[config.mk]
export PLATFORM = sky130hd
export DESIGN_NAME = pc_fetch_unit
export DESIGN_NICKNAME = d
export VERILOG_FILES = /design/src/rtl/pc_pkg.sv /design/src/rtl/sync_fifo.sv /design/src/rtl/pc_fetch_unit.sv
export SDC_FILE = /design/constraint.sdc
export NUM_CORES = 1
export LEC_CHECK = 0
export ABC_AREA = 1
export BUFFER_PORTS_ARGS = -buffer_cell sky130_fd_sc_hd__buf_2
export CAP_MARGIN = 20
export CORE_UTILIZATION = 40
export CTS_CLUSTER_SIZE = 8
export DETAILED_ROUTE_END_ITERATION = 6
export PLACE_DENSITY = 0.65
export SLEW_MARGIN = 20
export SYNTH_ARGS = -nofsm -noshare
export SYNTH_HDL_FRONTEND = slang
export SYNTH_SLANG_ARGS = --single-unit
[constraint.sdc]
create_clock -name clk -period 7.49 [get_ports clk]
set_input_delay 0.749 -clock clk [delete_from_list [all_inputs] [get_ports clk]]
set_output_delay 0.749 -clock clk [all_outputs]
set_load 0.01 [all_outputs]
[src/rtl/pc_pkg.sv]
// Shared types and default constants for the program-counter fetch front end.
package pc_pkg;

  typedef enum logic [1:0] {
    WAIT   = 2'd0,
    RUN    = 2'd1,
    HALTED = 2'd2
  } pc_state_e;

  localparam int              PC_AW           = 32;
  localparam logic [PC_AW-1:0] PC_RESET_VECTOR = '0;
  localparam int              PC_STEP         = 4;

endpackage

[src/rtl/sync_fifo.sv]
// Show-ahead synchronous FIFO with flush; the head reads as zero while empty.
module sync_fifo #(
  parameter int  W     = 8,
  parameter int  DEPTH = 4,
  localparam int PW    = (DEPTH > 1) ? $clog2(DEPTH) : 1,
  localparam int CW    = $clog2(DEPTH + 1)
) (
  input  logic          clk,
  input  logic          rst_n,
  input  logic          flush,
  input  logic          push,
  input  logic [W-1:0]  push_data,
  input  logic          pop,
  output logic [W-1:0]  pop_data,
  output logic          empty,
  output logic [CW-1:0] count
);

  logic [W-1:0]  mem [DEPTH];
  logic [PW-1:0] wr_ptr;
  logic [PW-1:0] rd_ptr;
  logic          full;
  logic          do_push;
  logic          do_pop;

  // Flush wins over a same-cycle push or pop: the queue restarts empty.
  assign empty    = (count == '0);
  assign full     = (count == CW'(DEPTH));
  assign do_push  = push & ~full & ~flush;
  assign do_pop   = pop & ~empty & ~flush;
  assign pop_data = empty ? '0 : mem[rd_ptr];

  always_ff @(posedge clk or negedge rst_n) begin
    if (!rst_n) begin
      wr_ptr <= '0;
      rd_ptr <= '0;
      count  <= '0;
    end else if (flush) begin
      wr_ptr <= '0;
      rd_ptr <= '0;
      count  <= '0;
    end else begin
      if (do_push) wr_ptr <= wr_ptr + PW'(1);
      if (do_pop)  rd_ptr <= rd_ptr + PW'(1);
      count <= count + CW'(do_push) - CW'(do_pop);
    end
  end

  always_ff @(posedge clk) begin
    if (do_push) mem[wr_ptr] <= push_data;
  end

endmodule

[src/rtl/pc_fetch_unit.sv]
// Program counter and fetch front end: issues sequential fetches, tracks them
// in flight, pairs responses with their PC and buffers them for decode.
module pc_fetch_unit
  import pc_pkg::*;
#(
  parameter int            AW           = PC_AW,
  parameter logic [AW-1:0] RESET_VECTOR = AW'(PC_RESET_VECTOR),
  parameter int            STEP         = PC_STEP,
  parameter int            IW           = 32,
  parameter int            DEPTH        = 4
) (
  input  logic          clk,
  input  logic          rst_n,
  input  logic          halt_i,
  input  logic          redirect_i,
  input  logic [AW-1:0] redirect_pc_i,
  output logic          req_o,
  output logic [AW-1:0] req_addr_o,
  input  logic          req_ready_i,
  input  logic          rsp_valid_i,
  input  logic [IW-1:0] rsp_data_i,
  output logic          inst_valid_o,
  output logic [AW-1:0] inst_pc_o,
  output logic [IW-1:0] inst_o,
  input  logic          inst_ready_i,
  output pc_state_e     state_o
);

  // Handshakes: a transfer happens on every clock edge where valid and ready
  // are both high; valid never depends on ready, and the offered address
  // stays put until it is taken. Responses carry no ready and are in order.

  localparam int            CW         = $clog2(DEPTH + 1);
  localparam logic [AW-1:0] STEP_V     = AW'(STEP);
  localparam logic [AW-1:0] ALIGN_MASK = ~(STEP_V - AW'(1));

  pc_state_e        state_q;
  pc_state_e        state_d;
  logic [AW-1:0]    pc_q;
  logic [AW-1:0]    pc_d;
  logic [CW-1:0]    inflight_cnt;
  logic [CW-1:0]    buffered_cnt;
  logic [CW-1:0]    drop_cnt;
  logic [CW:0]      occupancy;
  logic             pc_empty;
  logic             out_empty;
  logic             req_fire;
  logic             rsp_pop;
  logic             rsp_keep;
  logic             inst_pop;
  logic [AW-1:0]    rsp_pc;
  logic [AW+IW-1:0] out_head;

  // Every issued fetch reserves a buffer slot, so the output FIFO cannot overflow.
  assign occupancy  = {1'b0, inflight_cnt} + {1'b0, buffered_cnt};
  assign req_o      = (state_q == RUN) & ~halt_i & ~redirect_i
                    & (occupancy < (CW+1)'(DEPTH));
  assign req_addr_o = pc_q;
  assign req_fire   = req_o & req_ready_i;

  assign rsp_pop    = rsp_valid_i & ~pc_empty;
  assign rsp_keep   = rsp_pop & ~redirect_i & (drop_cnt == '0);

  assign inst_valid_o = ~out_empty;
  assign inst_pop     = ~out_empty & inst_ready_i;
  assign inst_pc_o    = out_head[AW+IW-1:IW];
  assign inst_o       = out_head[IW-1:0];
  assign state_o      = state_q;

  always_comb begin
    state_d = state_q;
    unique case (state_q)
      WAIT:    state_d = RUN;
      RUN:     if (halt_i)  state_d = HALTED;
      HALTED:  if (!halt_i) state_d = RUN;
      default: state_d = WAIT;
    endcase
  end

  always_comb begin
    pc_d = pc_q;
    if (redirect_i)    pc_d = redirect_pc_i & ALIGN_MASK;
    else if (req_fire) pc_d = pc_q + STEP_V;
  end

  always_ff @(posedge clk or negedge rst_n) begin
    if (!rst_n) begin
      state_q <= WAIT;
      pc_q    <= RESET_VECTOR;
    end else begin
      state_q <= state_d;
      pc_q    <= pc_d;
    end
  end

  // A redirect marks everything still in flight after this edge as stale.
  always_ff @(posedge clk or negedge rst_n) begin
    if (!rst_n) begin
      drop_cnt <= '0;
    end else if (redirect_i) begin
      drop_cnt <= inflight_cnt - CW'(rsp_pop);
    end else if (rsp_pop && (drop_cnt != '0)) begin
      drop_cnt <= drop_cnt - CW'(1);
    end
  end

  sync_fifo #(
    .W     (AW),
    .DEPTH (DEPTH)
  ) u_pc_fifo (
    .clk       (clk),
    .rst_n     (rst_n),
    .flush     (1'b0),
    .push      (req_fire),
    .push_data (pc_q),
    .pop       (rsp_pop),
    .pop_data  (rsp_pc),
    .empty     (pc_empty),
    .count     (inflight_cnt)
  );

  sync_fifo #(
    .W     (AW + IW),
    .DEPTH (DEPTH)
  ) u_out_fifo (
    .clk       (clk),
    .rst_n     (rst_n),
    .flush     (redirect_i),
    .push      (rsp_keep),
    .push_data ({rsp_pc, rsp_data_i}),
    .pop       (inst_pop),
    .pop_data  (out_head),
    .empty     (out_empty),
    .count     (buffered_cnt)
  );

endmodule

==> impl_metrics.csv, run 1 <==
group,metric,value,unit
run_status,status,"complete, no violations",
timing,fmax,228,MHz
clocking,clock-sinks,421,
synthesis,ys.flop_type,"edfxtp_1",
route,drtIter0Drc,817,
die,start_util,0.404,
power,p_clk_frac,0.319,
critical_path,cp_max_fo,64,
critical_path,end_kind,"output pin",
die,std_cell_rows,77,
power,p_comb_frac,0.265,
global_route,grt_start_max_net_pins,101,
clocking,clkTransAtPathRegs,0.05,ns
clocking,post-cts-setup-buffers,0,
power,p_per_area,351,nW/um^2
critical_path,arrival,3.64,ns
critical_path,max_stage_delay,0.73,ns
die,die_area,45500,um^2
clocking,cts-buffers-inserted,58,
timing,rsz0062_at_grt,"no",
synthesis,synthMuxAreaShare,0,
layout,diodes,0,
placement,place_hpwl,22600,um
power,p_switching,2.43,mW
clocking,h-tree-depth,2,
layout,area_growth,16.7,%
critical_path,worst_ep_required_time,6.74,ns
synthesis,synth_fa_ha_area_frac,0.0156,
route,drc_errors,0,
timing,worst_pin_slew,1.03,ns
timing,slew_violations,0,
route,postRouteAntennaNets,0,
route,dr.pass1.iters,7,
placement,portBuffers,166,
critical_path,start_kind,"flop",
timing,setup-violations-final,0,
synthesis,syn_area_per_cell,10.9,um^2
placement,gp_congestion,0.816,
synthesis,synth_top_family_by_area,"simple AND/OR/NAND/NOR gates",
synthesis,async_flop_share,0.116,
critical_path,crit_path_top_delay_cell,"clkinv_2",
timing,final.setup_skew,0.0154,ns
global_route,grtUsageTotal,0.181,
run,max_cap_viol_count,0,
die,die_w,213,um
timing,holdWs,0.286,ns
timing,setup_tns,0,ns
power,sw_frac_of_total,0.332,
synthesis,yosysWarningCount,0,
clocking,ctsRootBufferMaster,"clkbuf_16",
critical_path,path_class,"reg2out",
route,wire_per_inst,17.0,um
synthesis,seq_area_frac_synth,0.695,
power,p_seq_frac,0.415,
synthesis,synth_cells,1632,
die,ioPinCount,171,
die,core_area,44100,um^2
layout,mostFrequentLayoutCells,"nor2_1 (422), edfxtp_1 (372), o21ai_0 (187)",
synthesis,synth_edf_count,372,
synthesis,synth_compound_gate_area_share,0.0851,
critical_path,path_delay_family,"buffers and inverters",
timing,hold_viol,0,
synthesis,synth.top_cell.area_share,0.626,
critical_path,critPathBufInv,4,
global_route,overflow,0,
global_route,grt_pass1_wl,63600,um
synthesis,synth_seq_cells,421,
route,viasPerCell,5.03,
clocking,cts_resized,0,
layout,finalNetCount,1885,
power,p_int,4.88,mW
critical_path,regToRegStartpoint,"u_out_fifo.count[1]",
clocking,worstSkewPairLatency,0.58,ns
route,via_count,12100,
critical_path,crit_top_cell,"buf_4",
clocking,clockBufferDepth,3,
layout,mostFrequentLayoutCell,"nor2_1",
critical_path,cp_cell_sequence,"buf_4 -> clkinv_2 -> buf_4 -> nor2_1 -> o21ai_0 -> a21oi_1 -> buf_2",
synthesis,yosys.area_share.simple,0.158,
timing,relSlewSlack,0.312,
route,drt-total-wl,41000,um
power,peakVddDrop,0.000234,V
critical_path,startpoint,"u_out_fifo.rd_ptr[1]",
synthesis,synth_top_area_cell,"edfxtp_1",
timing,post-route-period-util,0.585,
clocking,holdBufCountCts,0,
power,leakagePower,7.90,nW
die,die_h,213,um
global_route,antenna_found_initial,0,
synthesis,synth_area_leaders,"edfxtp_1 (63%), nor2_1 (9.0%), dfrtp_1 (6.9%)",
layout,drive_gt1_frac,0.149,
synthesis,syn-cell-area,17800,um^2
synthesis,yosysUniqueCellTypes,33,
worst_hold_path,hold_path_class,"in2async",
synthesis,synth-xor-area-share,0.00589,
clocking,cts_tree,"done",
global_route,grt_pass1_vias,11600,
timing,finalCriticalPeriod,4.38,ns
==> final timing paths <==
check                                   endpoint  slack (ns)  depth (start not counted)
min                               req_addr_o[22]        0.29                          2
max                                inst_pc_o[13]        3.11                          7
max in group asynchronous   u_out_fifo.rd_ptr[0]        6.67                          2
min in group clk           u_out_fifo.mem[3][26]        0.38                          1
max reg2reg                  u_out_fifo.count[2]        4.47                         12
min reg2reg                  u_pc_fifo.wr_ptr[1]        0.54                          2
==> power by group through the flow <==
stage | combinational, mW | sequential [mW] | clock (mW)
5_1_grt | 2.19 | 3.06 | 2.48
2_1_floorplan | 1.28 | 3.02 | 0
4_1_cts | 1.95 | 3.04 | 2.38
3_3_place_gp | 1.89 | 3.07 | 0
3_5_place_dp | 1.94 | 3.08 | 0
6_report | 1.94 | 3.04 | 2.34
==> metal layers <==
metal / share of wire / up-vias / GRT usage
met4: 0.024 / 0 / 0.0611
li1: - / 5872 / -
met3: 0.069 / 70 / 0.0335
met5: 0 / - / 0
met1: 0.45 / 5800 / 0.247
met2: 0.45 / 374 / 0.292
==> synthesized netlist by cell type (2+ instances only) <==
library cell and n:
clkbuf_1 34, o21bai_1 7, nor2_2 4, buf_6 2
nand2_2 2, xnor2_1 6, o21ai_0 187, inv_1 82
buf_2 27, nand2_1 183, inv_2 4, and2_1 2
nor3_1 2, nand3_1 76, buf_4 7, nor2_1 430
buf_1 14, xor2_1 6, o21ai_1 10, a21oi_1 96
ha_1 19, edfxtp_1 372, fa_1 2, dfrtp_1 49
==> final cells by class <==
cell class                      instances  area, um^2
Tap cell                              592         741
Inverter                               87         333
Clock buffer                           83        1580
Clock inverter                          1        8.76
Multi-Input combinational cell       1045        4810
Fill cell                            4026       23300
Timing Repair Buffer                  180         948
Sequential cell                       421       12400
==> state kept, by name (all words and copies together), names as in the netlist <==
name	flops
u_pc_fifo.mem	120
u_out_fifo.count	3
req_addr_o	30
u_pc_fifo.count	3
state_o	2
u_pc_fifo.rd_ptr	2
u_out_fifo.mem	252
u_out_fifo.wr_ptr	2
drop_cnt	3
u_out_fifo.rd_ptr	2
u_pc_fifo.wr_ptr	2
==> worst register-to-register path: stages (launching register included) <==
cell and delay (ns):
dfrtp_1 0.46, nor3_2 0.18, buf_4 0.72, nor2_1 0.18, inv_1 0.16, nor2_1 0.06, ha_1 0.30, inv_1 0.06
ha_1 0.13, inv_1 0.05, fa_1 0.37, xor2_1 0.16, nor2_1 0.05
==> metrics by stage <==
step / util / power, mW / setup WS (ns) / std cells / instance area (um^2)
finish: 0.472 / 7.31 / 3.11 / 2409 / 20800
global route: 0.472 / 7.72 / 2.80 / 2409 / 20800
CTS: 0.471 / 7.37 / 3.03 / 2408 / 20800
detailed placement: 0.436 / 5.02 / 3.64 / 2324 / 19200
global placement: 0.436 / 4.96 / 3.63 / 2324 / 19200
floorplan: - / 4.30 / 3.19 / 1637 / 17900
==> cell families after synthesis <==
family                   count (synthesis)
buffers and inverters                  171
XOR/XNOR                                12
AND/OR/NAND/NOR                        706
AO/OA/AOI/OAI                          300
other                                    1
flip-flops                             421
adder cells (fa/ha/maj)                 21
No activity file was read; power rests on OpenSTA's default activity.
==> inputs of run 2 (changes only) <==
--- a/config.mk
+++ b/config.mk
@@ -11,7 +11,7 @@
 export CORE_UTILIZATION = 40
 export CTS_CLUSTER_SIZE = 8
 export DETAILED_ROUTE_END_ITERATION = 6
-export PLACE_DENSITY = 0.65
+export PLACE_DENSITY = 0.67
 export SLEW_MARGIN = 20
 export SYNTH_ARGS = -nofsm -noshare
 export SYNTH_HDL_FRONTEND = slang
==> constraint.sdc (replaced) <==
create_clock -name clk -period 3.55 [get_ports clk]
set_input_delay 0.355 -clock clk [delete_from_list [all_inputs] [get_ports clk]]
set_output_delay 0.355 -clock clk [all_outputs]
set_load 0.01 [all_outputs]
==> run 2 against run 1 <==
Effect of this change:
- clock skew down 0.00050 ns
- sequential power grew 110%
- non-clock buffer count rose by 60
- combinational power rose by 120%
- global-route usage grew 0.33 points
- final cell count increased by 2.6%
- register-to-register slack got worse by 3.4 ns
- critical path depth down 3
- largest power group unchanged
==> impl_metrics.csv, run 2 (synthesis gave the netlist of run 1 again) <==
group,metric,value,unit
layout,drive_gt1_frac,0.150,
worst_hold_path,worstHoldStart,"redirect_pc_i[24]",
critical_path,rrSetupSlack,1.03,ns
layout,area_growth,20.1,%
global_route,grt_pass1_vias,12100,
timing,relSlewSlack,0.368,
placement,place_hpwl,23900,um
timing,rsz0062_at_grt,"no",
worst_hold_path,hold_path_class,"in2reg",
critical_path,cp_max_fo,64,
clocking,clockBufferDepth,3,
layout,finalNetCount,1945,
die,core_area,44100,um^2
timing,worst_pin_slew,0.948,ns
power,peakVddDrop,0.000488,V
route,wire_per_inst,16.8,um
route,postRouteAntennaNets,0,
critical_path,r2r-end,"u_pc_fifo.mem[3][30]",
clocking,h-tree-depth,2,
timing,hold_viol,0,
die,die_h,213,um
clocking,worstSkewPairLatency,0.59,ns
critical_path,path_class,"reg2out",
timing,setup-violations-final,0,
clocking,post-cts-setup-buffers,0,
die,start_util,0.404,
route,via_count,12400,
placement,post-place-cells,2336,
worst_hold_path,min_to,"req_addr_o[24]",
timing,final.setup_skew,0.0149,ns
critical_path,arrival,2.45,ns
route,drt-total-wl,41500,um
clocking,clock-sinks,421,
timing,post-route-period-util,0.790,
clocking,cts-buffers-inserted,58,
worst_hold_path,min_path_cells,5,
run_status,status,"complete, no violations",
placement,portBuffers,166,
global_route,antenna_found_initial,0,
layout,diodes,0,
clocking,cts_tree,"done",
power,leakagePower,8.18,nW
route,drc_errors,0,
layout,stdcell_area,21400,um^2
layout,mostFrequentLayoutCell,"nor2_1",
global_route,grt_start_max_net_pins,128,
layout,largest_register_ffs,252,
critical_path,end_kind,"output pin",
route,drtIter0Drc,779,
die,die_w,213,um
critical_path,regToRegStartpoint,"u_pc_fifo.count[2]",
die,die_area,45500,um^2
clocking,clkTransAtPathRegs,0.05,ns
timing,finalCriticalPeriod,2.80,ns
global_route,overflow,0,
critical_path,start_kind,"flop",
layout,mostFrequentLayoutCells,"nor2_1 (422), edfxtp_1 (372), o21ai_0 (187)",
layout,instances_no_fill,2471,
global_route,grtUsageTotal,0.184,
global_route,grt_pass1_wl,64200,um
clocking,ctsRootBufferMaster,"clkbuf_16",
placement,gp_congestion,0.836,
die,ioPinCount,171,
placement,placed_cell_area,19400,um^2
timing,fmax,357,MHz
critical_path,reg2reg_depth,9,
route,dr.pass1.iters,7,
power,p_per_area,721,nW/um^2
die,std_cell_rows,77,
run,max_cap_viol_count,0,
critical_path,worst_ep_required_time,3.19,ns
timing,slew_violations,0,
layout,top_register,"u_out_fifo.mem",
route,viasPerCell,5.01,
-- run 2: through the flow --
step / setup slack [ns] / TNS [ns] / utilization / hold slack, ns / power (mW)
2_1_floorplan: -0.492 / -123.98 / - / 0.0594 / 9.07
3_3_place_gp: 1.03 / 0 / 0.439 / 0.521 / 10.5
3_5_place_dp: 1.01 / 0 / 0.439 / 0.532 / 10.7
4_1_cts: 0.672 / 0 / 0.486 / 0.00701 / 15.6
5_1_grt: 0.562 / 0 / 0.486 / 0.0594 / 16.4
6_report: 0.747 / 0 / 0.486 / 0.0470 / 15.5
-- run 2: final cells by class --
cell class / instances / area (um^2)
clock buffer: 82 / 1540
clock inverter: 4 / 38.8
fill: 3908 / 22700
inverter: 87 / 332
multi-input combinational: 1045 / 4790
sequential: 421 / 12400
tap: 592 / 741
timing repair buffer: 240 / 1580
-- run 2: power breakdown --
part / switching, mW / internal [mW]
combinational: 2.94 / 1.29
sequential: 0.277 / 6.08
clock: 1.91 / 2.95
total: 5.13 / 10.3
-- run 2: worst max path at each step --
stage	startpoint	cells after the start	slack [ns]	endpoint
2_1_floorplan	drop_cnt[0]	8	-0.49	u_out_fifo.mem[0][0]
3_3_place_gp	u_pc_fifo.count[2]	9	1.03	u_pc_fifo.mem[1][16]
3_5_place_dp	u_pc_fifo.count[2]	9	1.01	u_pc_fifo.mem[1][18]
4_1_cts	u_out_fifo.rd_ptr[1]	6	0.67	inst_pc_o[12]
5_1_grt	u_out_fifo.rd_ptr[1]	6	0.56	inst_pc_o[30]
6_report	u_out_fifo.count[1]	4	0.75	inst_pc_o[30]
-- run 2: repair_timing --
item                                   in CTS  in global routing
gates resized for setup                     0                  0
endpoints found under the hold margin     182                  0
hold buffers                               49                  0
-- run 2: worst max-delay path: stages, from the launching register on --
cell and delay (ns):
dfrtp_1 0.46, nor3_2 0.23, buf_4 0.73, a21oi_1 0.21, buf_2 0.21
-- run 2: routing by layer --
metal / track usage / part of all wire
met2: 0.313 / 0.47
met4: 0.0502 / 0.015
met1: 0.242 / 0.44
met3: 0.0346 / 0.066
met5: 0 / 0
==> inputs of run 3 (changes only) <==
--- a/config.mk
+++ b/config.mk
@@ -5,7 +5,7 @@
 export SDC_FILE = /design/constraint.sdc
 export NUM_CORES = 1
 export LEC_CHECK = 0
-export ABC_AREA = 1
+export ABC_AREA = 0
 export BUFFER_PORTS_ARGS = -buffer_cell sky130_fd_sc_hd__buf_2
 export CAP_MARGIN = 20
 export CORE_UTILIZATION = 40
==> constraint.sdc (replaced) <==
create_clock -name clk -period 2.4 [get_ports clk]
set_input_delay 0.24 -clock clk [delete_from_list [all_inputs] [get_ports clk]]
set_output_delay 0.24 -clock clk [all_outputs]
set_load 0.01 [all_outputs]
==> run 3 against run 2 <==
Effect of this change:
- the flow now finishes with violations (negative setup slack)
- global-route usage is 1.1 points lower
- critical path depth is 1 higher
- register-to-register slack worse by 1.1 ns
- critical endpoint is now inst_o[1]
- clock skew is 0.0097 ns higher
- die area is 4.3% lower
- sequential share of layout area is 2.3 points lower
- largest cell class unchanged
- wire length is 5.3% lower
- final area is 4.1% higher
- sequential power is 42% higher
- largest power group unchanged
- critical path type unchanged
==> impl_metrics.csv, run 3 <==
group,metric,value,unit
die,die_area,43500,um^2
critical_path,path_delay_family,"buffers and inverters",
critical_path,cp_cell_sequence,"buf_4 -> clkbuf_16 -> mux4_2 -> and2_1 -> buf_2",
timing,fmax,410,MHz
critical_path,arrival,2.20,ns
layout,top_register,"u_out_fifo.mem",
timing,final.setup_skew,0.0247,ns
layout,diodes,0,
timing,rsz0062_at_grt,"yes",
power,finalPower,23.4,mW
power,peakVddDrop,0.000661,V
synthesis,async_flop_share,0.116,
critical_path,end_kind,"output pin",
timing,setup_ws,-0.0419,ns
synthesis,synth_cells,936,
synthesis,syn-cell-area,17100,um^2
power,p_switching,6.51,mW
synthesis,synth-xor-area-share,0.00667,
run,max_cap_viol_count,0,
power,p_int,16.9,mW
power,p_comb_frac,0.294,
placement,gp_congestion,0.847,
clocking,ctsRootBufferMaster,"clkbuf_16",
layout,mostFrequentLayoutCells,"edfxtp_1 (372), buf_2 (136), mux4_2 (93)",
power,p_seq_frac,0.386,
die,start_util,0.406,
synthesis,synth_seq_cells,421,
timing,finalCriticalPeriod,2.44,ns
global_route,antenna_found_initial,0,
synthesis,yosys.area_share.simple,0.0795,
timing,setup-violations-final,30,
clocking,cts_tree,"done",
route,drtIter0Drc,615,
clocking,worstSkewPairLatency,0.59,ns
clocking,cts-buffers-inserted,58,
timing,holdWs,0.0173,ns
clocking,h-tree-depth,2,
layout,largest_register_ffs,252,
power,sw_frac_of_total,0.278,
route,via_count,9774,
synthesis,synth_compound_gate_area_share,0.0294,
clocking,clock-sinks,421,
clocking,clockBufferDepth,3,
global_route,grt_start_max_net_pins,66,
layout,instances_no_fill,1860,
route,wire_per_inst,21.1,um
global_route,overflow,0,
synthesis,synth_area_leaders,"edfxtp_1 (65%), mux4_2 (12%), dfrtp_1 (7.2%)",
synthesis,synth_most_common_cell,"edfxtp_1",
worst_hold_path,hold_path_class,"in2reg",
synthesis,yosysUniqueCellTypes,53,
placement,portBuffers,166,
die,die_w,209,um
layout,finalNetCount,1375,
synthesis,synth_top_family_by_area,"multiplexers",
timing,slew_violations,0,
placement,place_hpwl,22900,um
clocking,clkTransAtPathRegs,0.05,ns
synthesis,yosys-top-cells-count,"edfxtp_1 (372), mux4_2 (93), and2_1 (74)",
route,dr.pass1.iters,5,
timing,worst_pin_slew,0.722,ns
global_route,grtUsageTotal,0.173,
power,leakagePower,8.02,nW
layout,n_fill_cell,3347,
power,p_clk_frac,0.320,
synthesis,yosysWarningCount,0,
synthesis,ys.flop_type,"edfxtp_1",
placement,placed_cell_area,19300,um^2
critical_path,start_kind,"flop",
critical_path,critPathBufInv,3,
synthesis,synth_edf_count,372,
critical_path,max_stage_delay,0.48,ns
critical_path,path_class,"reg2out",
route,drt-total-wl,39300,um
critical_path,cp_max_fo,5,
route,drc_errors,0,
global_route,grt_pass1_vias,10100,
synthesis,syn_area_per_cell,18.2,um^2
timing,relSlewSlack,0.519,
route,viasPerCell,5.25,
die,die_h,209,um
timing,hold_viol,0,
run_status,violations,"negative setup slack",
layout,mostFrequentLayoutCell,"edfxtp_1",
critical_path,crit_path_top_delay_cell,"mux4_2",
run_status,status,"finished with violations",
layout,stdcell_area,22300,um^2
layout,area_growth,30.7,%
die,ioPinCount,171,
die,std_cell_rows,75,
layout,drive_gt1_frac,0.366,
die,core_area,42000,um^2
global_route,grt_pass1_wl,57700,um
synthesis,synth_top_area_cell,"edfxtp_1",
placement,dp_slack,-0.0265,ns
synthesis,synth.top_cell.area_share,0.654,
critical_path,worst_ep_required_time,2.16,ns
synthesis,synthMuxAreaShare,0.126,
route,postRouteAntennaNets,0,
timing,post-route-period-util,1.02,
synthesis,synth_fa_ha_area_frac,0.0163,
power,p_per_area,1050,nW/um^2
placement,post-place-cells,1667,
synthesis,seq_area_frac_synth,0.726,
==> run 3: cell types whose count changed in the layout (fill, tap and decap cells not counted), sizes merged, moves of 21 or more <==
cell,previous run,this run
buf,191,260
o21ai,197,24
a21oi,96,8
nand2,186,46
inv,88,18
nor2,436,21
clkbuf,82,103
nor2b,0,37
mux4,0,93
and2,2,74
nand3,78,19
==> run 3: cell families after synthesis <==
logic type      after synthesis
flops                       421
compound gates               74
xor+xnor                     13
simple gates                241
mux                          98
other cells                   1
buf+inv                      67
fa+ha+maj                    21
==> run 3: timing repair <==
action / 4_1_cts / 5_1_grt
gates resized for setup: 17 / 68
endpoints found under the setup margin: 68 / 92
hold endpoints to repair: 184 / 0
cloned: 1 / 10
pin swaps: 1 / 20
hold buffers: 65 / 0
setup buffers: 7 / 13
==> run 3: metal layers <==
metal / GRT usage / part of all wire / vias up
met5: 0 / 0 / -
met4: 0.0479 / 0.015 / 0
met3: 0.0376 / 0.059 / 47
met2: 0.280 / 0.48 / 342
met1: 0.237 / 0.44 / 4989
li1: - / - / 4396
==> run 3: layout make-up <==
class	instances	area, um^2	share of cell area
inverters	18	67.6	0.00303
multi-input cells	453	4580	0.205
well taps	539	674	0.0302
repair buffers	331	2920	0.131
clock buffers	97	1660	0.0745
clock inverters	1	5.00	0.000224
flip-flops and latches	421	12400	0.556
==> run 3: final timing paths <==
kind | start | to | depth (start not counted) | slack (ns)
setup / recovery | u_out_fifo.rd_ptr[0] | inst_o[1] | 5 | -0.04
hold / removal | rsp_valid_i | u_pc_fifo.rd_ptr[0] | 3 | 0.02
setup reg to reg | u_pc_fifo.count[2] | req_addr_o[26] | 7 | -0.03
hold reg to reg | u_pc_fifo.rd_ptr[1] | u_pc_fifo.rd_ptr[1] | 1 | 0.48
max in group asynchronous | rst_n | req_addr_o[9] | 3 | 1.53
min in group asynchronous | rst_n | state_o[1] | 2 | 0.26
==> run 3: power groups by stage <==
stage	logic [mW]	clock network (mW)	registers, mW
after floorplan	3.37	0	9.17
after global placement	5.22	0	9.19
after detailed placement	5.30	0	9.21
after CTS	5.70	7.68	9.03
after global routing	7.43	7.99	9.07
final	6.88	7.49	9.04
==> run 3: stage by stage <==
step / util / setup TNS (ns)
2_1_floorplan: - / -61.39
3_3_place_gp: 0.458 / -0.000383
3_5_place_dp: 0.458 / -0.0447
4_1_cts: 0.517 / -2.43
5_1_grt: 0.531 / -5.81
6_report: 0.531 / -0.488
==> run 3: tightest hold or removal path: cells and delay by family <==
family	cells	cell delay, ns
xor+xnor	1	0.08
simple gates	1	0.13
buf+inv	1	0.12
